File: config.mk
export PLATFORM = sky130hd
export DESIGN_NAME = serial_adder_nbit
export DESIGN_NICKNAME = d
export VERILOG_FILES = /design/src/rtl/serial_adder_nbit_pkg.sv /design/src/rtl/serial_adder_nbit_digit_adder.sv /design/src/rtl/serial_adder_nbit.sv
export SDC_FILE = /design/constraint.sdc
export NUM_CORES = 1
export LEC_CHECK = 0
export BUFFER_PORTS_ARGS = -buffer_cell sky130_fd_sc_hd__buf_2
export CORE_MARGIN = 8
export CORE_UTILIZATION = 48
export DETAILED_ROUTE_END_ITERATION = 10
export GPL_TIMING_DRIVEN = 0
export PLACE_DENSITY = 0.79
export SETUP_SLACK_MARGIN = 0.4
export SLEW_MARGIN = 20
export SYNTH_ARGS = -nofsm -noshare
export SYNTH_HDL_FRONTEND = slang
export SYNTH_HIERARCHICAL = 1
export SYNTH_SLANG_ARGS = --single-unit
File: constraint.sdc
create_clock -name clk -period 1.4 [get_ports clk]
set_clock_uncertainty 0.1 [all_clocks]
set_input_delay 0.21 -clock clk [delete_from_list [all_inputs] [get_ports clk]]
set_output_delay 0.21 -clock clk [all_outputs]
set_load 0.01 [all_outputs]
File: src/rtl/serial_adder_nbit_pkg.sv
// -----------------------------------------------------------------------------
// serial_adder_nbit_pkg
// Shared definitions for the digit-serial add/subtract unit:
//   state_e    FSM state encoding (IDLE / RUN / DONE)
//   cnt_width  width of the digit counter for a given number of steps
//   full_add   1-bit full adder returning {carry_out, sum}
// -----------------------------------------------------------------------------
package serial_adder_nbit_pkg;

   typedef enum logic [1:0] {
      S_IDLE = 2'd0,
      S_RUN  = 2'd1,
      S_DONE = 2'd2
   } state_e;

   // A single-step configuration still needs a 1-bit counter so the port
   // and compare logic stay well-formed.
   function automatic int cnt_width(input int steps);
      return (steps > 1) ? $clog2(steps) : 1;
   endfunction

   function automatic logic [1:0] full_add(input logic x, input logic y, input logic ci);
      return {(x & y) | (ci & (x ^ y)), x ^ y ^ ci};
   endfunction

endpackage

File: src/rtl/serial_adder_nbit_digit_adder.sv
// -----------------------------------------------------------------------------
// digit_adder
// Combinational ripple chain of DIGIT 1-bit full adders.
// Ports:
//   x, y   in  DIGIT  operand digits
//   ci     in  1      carry into bit 0
//   s      out DIGIT  digit sum
//   co     out 1      carry out of bit DIGIT-1
//   c_msb  out 1      carry into bit DIGIT-1 (used for signed overflow)
// -----------------------------------------------------------------------------
module digit_adder
   import serial_adder_nbit_pkg::*;
#(
   parameter int DIGIT = 1
) (
   input  logic [DIGIT-1:0] x,
   input  logic [DIGIT-1:0] y,
   input  logic             ci,
   output logic [DIGIT-1:0] s,
   output logic             co,
   output logic             c_msb
);

   // c[k] is the carry into bit k; c[DIGIT] is the carry out.
   logic [DIGIT:0] c;

   assign c[0] = ci;

   generate
      for (genvar gi = 0; gi < DIGIT; gi++) begin : g_fa
         assign {c[gi+1], s[gi]} = full_add(x[gi], y[gi], c[gi]);
      end
   endgenerate

   assign co    = c[DIGIT];
   assign c_msb = c[DIGIT-1];

endmodule

File: src/rtl/serial_adder_nbit.sv
// -----------------------------------------------------------------------------
// serial_adder_nbit
// Digit-serial add/subtract unit. Operands are consumed DIGIT bits per clock,
// LSB first, with the inter-digit carry held in a flip-flop. A result appears
// STEPS = WIDTH/DIGIT cycles after an accepted start, flagged by a one-cycle
// done pulse.
// Ports:
//   clk    in   1      clock, rising edge
//   rst    in   1      synchronous active-high reset
//   start  in   1      request, accepted only when not busy
//   sub    in   1      0: a+b+cin, 1: a-b
//   a, b   in   WIDTH  operands, captured on accepted start
//   cin    in   1      carry-in for add mode
//   busy   out  1      operation in progress
//   done   out  1      one-cycle result-valid pulse
//   sum    out  WIDTH  result, held until the next completion
//   cout   out  1      carry out of MSB (subtract: 1 = no borrow)
//   ovf    out  1      signed overflow
// -----------------------------------------------------------------------------
module serial_adder_nbit
   import serial_adder_nbit_pkg::*;
#(
   parameter int WIDTH = 8,
   parameter int DIGIT = 1
) (
   input  logic             clk,
   input  logic             rst,
   input  logic             start,
   input  logic             sub,
   input  logic [WIDTH-1:0] a,
   input  logic [WIDTH-1:0] b,
   input  logic             cin,
   output logic             busy,
   output logic             done,
   output logic [WIDTH-1:0] sum,
   output logic             cout,
   output logic             ovf
);

   localparam int STEPS = WIDTH / DIGIT;
   localparam int CNT_W = cnt_width(STEPS);
   localparam logic [CNT_W-1:0] LAST_IDX = CNT_W'(STEPS - 1);

   generate
      if ((WIDTH < 2) || (DIGIT < 1) || ((WIDTH % DIGIT) != 0)) begin : g_param_check
         $error("serial_adder_nbit: WIDTH must be >= 2 and a multiple of DIGIT");
      end
   endgenerate

   state_e             state_q, state_d;
   logic [WIDTH-1:0]   a_q;
   logic [WIDTH-1:0]   b_q;
   logic [WIDTH-1:0]   res_q;
   logic [WIDTH-1:0]   res_next;
   logic               carry_q;
   logic [CNT_W-1:0]   idx_q;
   logic [WIDTH-1:0]   sum_q;
   logic               cout_q;
   logic               ovf_q;

   logic               accept;
   logic               last_digit;

   logic [DIGIT-1:0]   dig_s;
   logic               dig_co;
   logic               dig_cmsb;

   // ---------------------------------------------------------------------
   // FSM
   // ---------------------------------------------------------------------
   always_ff @(posedge clk) begin
      if (rst) begin
         state_q <= S_IDLE;
      end else begin
         state_q <= state_d;
      end
   end

   always_comb begin
      state_d    = state_q;
      busy       = 1'b0;
      done       = 1'b0;
      accept     = 1'b0;
      last_digit = (idx_q == LAST_IDX);
      case (state_q)
         S_IDLE: begin
            if (start) begin
               accept  = 1'b1;
               state_d = S_RUN;
            end
         end
         S_RUN: begin
            busy = 1'b1;
            if (last_digit) begin
               state_d = S_DONE;
            end
         end
         S_DONE: begin
            done = 1'b1;
            // A start here chains straight into the next operation.
            if (start) begin
               accept  = 1'b1;
               state_d = S_RUN;
            end else begin
               state_d = S_IDLE;
            end
         end
         default: begin
            state_d = S_IDLE;
         end
      endcase
   end

   // ---------------------------------------------------------------------
   // Datapath
   // ---------------------------------------------------------------------
   digit_adder #(
      .DIGIT (DIGIT)
   ) u_digit_adder (
      .x     (a_q[DIGIT-1:0]),
      .y     (b_q[DIGIT-1:0]),
      .ci    (carry_q),
      .s     (dig_s),
      .co    (dig_co),
      .c_msb (dig_cmsb)
   );

   // Result bits enter at the top and move down one digit per step, so after
   // STEPS digits the first digit computed sits in the least significant slot.
   assign res_next = (res_q >> DIGIT) | (WIDTH'(dig_s) << (WIDTH - DIGIT));

   always_ff @(posedge clk) begin
      if (rst) begin
         a_q     <= '0;
         b_q     <= '0;
         res_q   <= '0;
         carry_q <= 1'b0;
         idx_q   <= '0;
         sum_q   <= '0;
         cout_q  <= 1'b0;
         ovf_q   <= 1'b0;
      end else if (accept) begin
         a_q     <= a;
         // Subtraction is a + ~b + 1: invert b here and force the carry-in.
         b_q     <= sub ? ~b : b;
         carry_q <= sub ? 1'b1 : cin;
         idx_q   <= '0;
      end else if (state_q == S_RUN) begin
         a_q     <= a_q >> DIGIT;
         b_q     <= b_q >> DIGIT;
         res_q   <= res_next;
         carry_q <= dig_co;
         if (last_digit) begin
            idx_q  <= '0;
            sum_q  <= res_next;
            cout_q <= dig_co;
            ovf_q  <= dig_cmsb ^ dig_co;
         end else begin
            idx_q  <= idx_q + CNT_W'(1);
         end
      end
   end

   assign sum  = sum_q;
   assign cout = cout_q;
   assign ovf  = ovf_q;

endmodule
# --- Yosys cells after proc, flatten, opt, wreduce, memory -nomap -nowiden ---
# Cells that the tools add are included.
classes:
  add_sub_neg: 1
  n_eq_ne: 5
  n_mux: 17
  n_bitwise: 9
  n_reduce_logical: 7
ops:
  columns: ["cell", "count"]
  rows:
  - ["2-to-1 mux 8 bit", 5]
  - ["2-to-1 mux 1 bit", 8]
  - ["inverter 8 bit", 1]
  - ["bitwise OR 7 x 8 -> 8 bit", 1]
  - ["case mux 2 bit (3 select lines)", 1]
  - ["2-to-1 mux 2 bit", 2]
  - ["!= test 2 bit, second input constant", 2]
  - ["AND reduction 2 bit", 2]
  - ["OR reduction 2 bit", 2]
  - ["adder 3 x 1 -> 3 bit, second input constant", 1]
  - ["equality test 3 bit, second input constant", 1]
  - ["2-to-1 mux 3 bit", 1]
  - ["AND reduction 3 bit", 1]
  - ["XOR 1 bit", 3]
  - ["AND 1 bit", 2]
  - ["equality test 2 x 1 -> 1 bit, second input constant", 1]
  - ["equality test 2 bit, second input constant", 1]
  - ["logical NOT 2 bit", 1]
  - ["nonzero test 2 bit", 1]
  - ["inverter 1 bit", 1]
  - ["bitwise OR 1 bit", 1]
word_totals:
  ff_bits: 40
  in_bits: 21

# --- Logic depth before layout (Yosys ltp) ---
depth:
  depth_word: 5
  mapped_depth: 6

# --- Modules after synthesis ---
# Netlist, hierarchy kept.
by_module_without_submodules:
  columns: ["module", "instances", "cells_per_inst", "area_per_inst_um2"]
  rows:
  - ["serial_adder_nbit", 1, 187, 1579.0]
  - ["digit_adder", 1, 2, 27.5]

# --- Least setup slack after synthesis ---
# OpenSTA, ideal clock, no wires.
synth_path:
  kind: "register to register"
  startpoint: "register idx_q[0]"
  endpoint: "register idx_q[0]"
  setup_ns: 0.080
  arrival_ns: 1.232
  required_time_ns: 1.220
  slack_ns: -0.012
  stages_incl_launch_ff: 5
  n_path_buf: 0
  synth_period_minus_slack_ns: 1.412
  cell_sequence: "dfxtp_1 -> ha_1 -> ha_1 -> or3_1 -> a211oi_2"
synth_between:
  elab_chain_len: 2
  word_cells_on_any_way: 3
  cone_classes: "add/sub: 1; eq/ne: 1; mux: 1"
synth_lines:
  columns: ["item", "line_no", "rtl"]
  rows:
  - ["start: declaration", "serial_adder_nbit.sv:56", "logic [CNT_W-1:0] idx_q;"]
  - ["start signal: assignment", "serial_adder_nbit.sv:159", "idx_q <= idx_q + CNT_W'(1);"]
  - ["adder 3 x 1 -> 3 bit or equality test 3 bit (tied branches)", "serial_adder_nbit.sv:159, serial_adder_nbit.sv:84", null]
  - ["2-to-1 mux 3 bit (*)", "serial_adder_nbit.sv:153", "if (last_digit) begin"]
# Mark *: on every way between the ends. The rest lies on a longest branch, timed or not.
# A chain may end at the register's enable or synchronous reset.

# --- Final worst setup path ---
layout_path:
  startpoint: "register state_q[1]"
  endpoint: "output busy"
layout_between:
  elab_chain_len: 2
layout_lines:
  columns: ["item", "line_no", "rtl"]
  rows:
  - ["start: declaration", "serial_adder_nbit.sv:50", "state_e state_q, state_d;"]
  - ["start signal: assignment", "serial_adder_nbit.sv:75", "state_q <= state_d;"]
  - ["equality test 2 x 1 -> 1 bit", "serial_adder_nbit.sv:85", "case (state_q)"]
  - ["2-to-1 mux 1 bit", "serial_adder_nbit.sv:85", null]
  - ["end: declaration", "serial_adder_nbit.sv:33", "output logic busy,"]
# Every way passes these cells.

==> flow_summary_export.csv <==
group,metric,value,unit
run_status,run_status,"finished, violations left",
run_status,violations,"negative setup slack",
cells_and_area,num-fill-cells,182,
clock_network,clkSinkCount,39,
floorplanning,rows,21,
route,drtPass1Iterations,5,
synthesis,syn-cell-area,0.001607,mm2
run,cap_violations,0,
timing,max_freq,687.7,MHz
route,ant_nets,0,
timing,setup_violations,9,
floorplanning,dieHeight,73.85,um
place,hpwlAfterDp,2657,um
route,wl_met3,371,um
synthesis,syn_inst,189,
grt,grt_usage,16.38,%
timing,setup_slack,-0.05406,ns
floorplanning,die_area,0.005454,mm2
worst_setup_path,crit_buf_inv,3,
power_and_ir_drop,p_switching,725.6,uW
clock_network,cts_hold_buf,0,
clock_network,cts_buffers,5,
route,drc,0,
synthesis,synth_mux_area_share,1.869,%
worst_setup_path,end_kind,"output pin",
grt,antenna_found_initial,0,
route,highest_layer,"met4",
cells_and_area,diodes,0,
timing,post-route-min-period,1.454,ns
synthesis,synth_seq_cells,39,
floorplanning,initial_core_util,48.91,%
route,vias_per_cell,5.632,
cells_and_area,drive_above_1_share,62.45,%
synthesis,ys.warnings.count,6,
worst_setup_path,start_kind,"flop",
synthesis,yosys.area.top_type,"dfxtp_1",
place,gp_congestion,0.7403,
timing,relSlewSlack,53.78,%
timing,hold_violations,0,
synthesis,syn_nets,213,
clock_network,ctsLongestPathBuffers,2,
synthesis,avgSynthCellArea,8.500,um2
timing,worst_slew_pin_slew,0.6933,ns
worst_setup_path,cp_max_fo,4,
worst_setup_path,worstPathRequired,1.09,ns
grt,grt_max_degree,12,
worst_setup_path,crit_slowest_cell,"dfxtp_2",
clock_network,root_buffer,"clkbuf_4",
floorplanning,dieWidth,73.85,um
route,vias,1639,
grt,grt_pass1_vias,1524,
clock_network,htreeDepth,2,
power_and_ir_drop,power_frac_seq,51.1,%
power_and_ir_drop,clkPwrFrac,23.9,%
synthesis,synth_top_family_by_area,"simple AND/OR/NAND/NOR gates",
cells_and_area,layout.nets,268,
power_and_ir_drop,p_per_area,888.5,mW/mm2
worst_setup_path,crit_chain,"nand2b_4 -> inv_4 -> buf_6 -> buf_6",
clock_network,cts_tree,"done",
synthesis,netlist_top_cells_area,"dfxtp_1 49%, nand2_1 10%, a21oi_1 5.9%",
worst_setup_path,crit_family,"flip-flops",
route,wl_per_cell,19.01,um
synthesis,synthXorXnorAreaFrac,4.907,%
power_and_ir_drop,combPwrFrac,25.0,%
clock_network,clk_latency,0.35,ns
grt,grt_pass1_wl,6948,um
cells_and_area,finish.utilization,82.36,%
route,met1Wirelength,2361,um
cells_and_area,seq_area,803.3,um2
clock_network,clk_pin_slew,0.12,ns
grt,grt-ovfl-total,0,
worst_hold_path,hold_class,"input pin to flop",
timing,rsz0062_at_grt,"yes",
timing,drv_slew,0,
timing,holdWs,0.04601,ns
worst_setup_path,cp_common_cell,"buf_6",
timing,timing.final.crit_share,103.9,%
synthesis,synth_top_area_share,48.60,%
power_and_ir_drop,leakage,1.086,nW
power_and_ir_drop,power,2.404,mW
cells_and_area,area_growth,68.38,%
floorplanning,coreArea,0.003284,mm2
place,portBuffers,30,
worst_setup_path,worstSetupPathType,"flop to output pin",
synthesis,ys_types,30,
synthesis,synth-compound-area-share,14.56,%
synthesis,yosysSeqAreaShare,48.60,%
worst_setup_path,cpPeakStageDelay,0.37,ns
floorplanning,ioPinCount,33,
synthesis,synthAdderAreaFrac,2.804,%
worst_setup_path,arrival,1.14,ns
power_and_ir_drop,vdd_ir_drop_max,663.7,uV
power_and_ir_drop,p_int,1.678,mW
power_and_ir_drop,swShare,30.19,%
synthesis,synth-simple-area-share,21.81,%
route,drt-total-wl,5531,um
route,first_iter_violations,203,
cells_and_area,multi_input_area,0.001130,mm2
route,met2WireLength,2703,um
-- registers in the layout, indices dropped and copies added, names as in the netlist --
| signal | flops |
|---|---|
| a_q | 8 |
| b_q | 8 |
| ovf | 1 |
| state_q | 2 |
| cout | 1 |
| idx_q | 3 |
| sum | 8 |
| res_q | 7 |
| carry_q | 1 |
-- cells in the final DEF, fill, tap and decap left out, drive strengths merged, types with 2 or more instances in the layout --
| master | synthesis | routed |
|---|---|---|
| nand2 | 43 | 43 |
| nor3 | 19 | 19 |
| nand2b | 2 | 2 |
| a22oi | 2 | 2 |
| clkbuf | 3 | 12 |
| nor2 | 7 | 7 |
| a21oi | 19 | 19 |
| a311oi | 4 | 4 |
| o22ai | 8 | 8 |
| nor2b | 2 | 2 |
| ha | 2 | 2 |
| a211oi | 2 | 2 |
| buf | 13 | 59 |
| dfxtp | 39 | 39 |
| mux2i | 3 | 3 |
| xor2 | 8 | 8 |
| nand3 | 4 | 4 |
-- final timing paths --
path                   start     end  slack (ns)  cells past startpoint
setup / recovery  state_q[1]    busy       -0.05                      4
hold / removal          b[7]  b_q[7]        0.05                      4
setup reg to reg    idx_q[1]  sum[5]       -0.04                      6
hold reg to reg       sum[1]  sum[1]        0.38                      2
-- routing by layer --
metal | track usage [%] | vias to the layer above
li1 | - | 759
met1 | 19.92 | 807
met2 | 26.57 | 64
met3 | 4.229 | 9
met4 | 6.652 | 0
met5 | 0 | -
-- through the flow --
stage                     cells  cell area (um2)  setup slack (ns)  setup TNS [ns]
after floorplan             189             1745            0.1238               0
after global placement      265             1953          -0.02082        -0.03970
after detailed placement    265             1953          -0.02733        -0.04223
after CTS                   282             2328         -0.004815       -0.004815
after global routing        291             2705          -0.09508         -0.7822
final                       291             2705          -0.05406         -0.2915
-- layout make-up --
cell class	instances	share of cell area, %
buffer	16	6.429
clock buffer	7	1.665
tap	46	2.128
clock inverter	1	0.1850
sequential	39	29.69
multi-input combinational	133	41.77
timing repair buffer	48	17.90
inverter	1	0.2313
-- logic make-up (layout without fill, tap and decap cells) --
group,count (synthesis),in the layout
AOI/OAI and AO/OA,38,38
muxes,3,3
adders and majority gates,3,3
and+or+nand+nor,80,80
buffers and inverters,17,73
DFF,39,39
xor gates and xnor gates,9,9
-- synth_stat cells, drive strengths merged --
library cell and count:
xor2 8, a311oi 4, a31oi 1, xnor2 1, dfxtp 39, o22ai 8
nor2b 2, o21a 1, inv 1, fa 1, o21ai 1, nand3 4
a21oi 19, a22oi 2, mux2i 3, nor3 19, clkbuf 3, and3b 1
nand2b 2, buf 13, nand3b 1, ha 2, a211oi 2, nor2 7
or3 1, nand2 43
-- repair_timing --
item / in CTS / in global routing
buffers inserted: 7 / 6
gates resized for setup: 57 / 65
cloned: 2 / 3
pin swaps: 6 / 10
endpoints found under the setup margin: 51 / 51
-- power groups by stage --
stage	registers, mW	logic, mW	clock network, mW
after floorplan	1.22	0.247	0
after global placement	1.23	0.324	0
after detailed placement	1.23	0.328	0
after CTS	1.21	0.425	0.556
after global routing	1.23	0.638	0.634
final	1.23	0.602	0.574
-- worst register-to-register path, cell delays in order, from the launching register on --
cell	delay, ns
dfxtp_2	0.37
ha_4	0.15
ha_4	0.15
and3b_2	0.24
buf_6	0.16
nand2_1	0.07
a21oi_2	0.12
(Power assumes the default switching activity.)
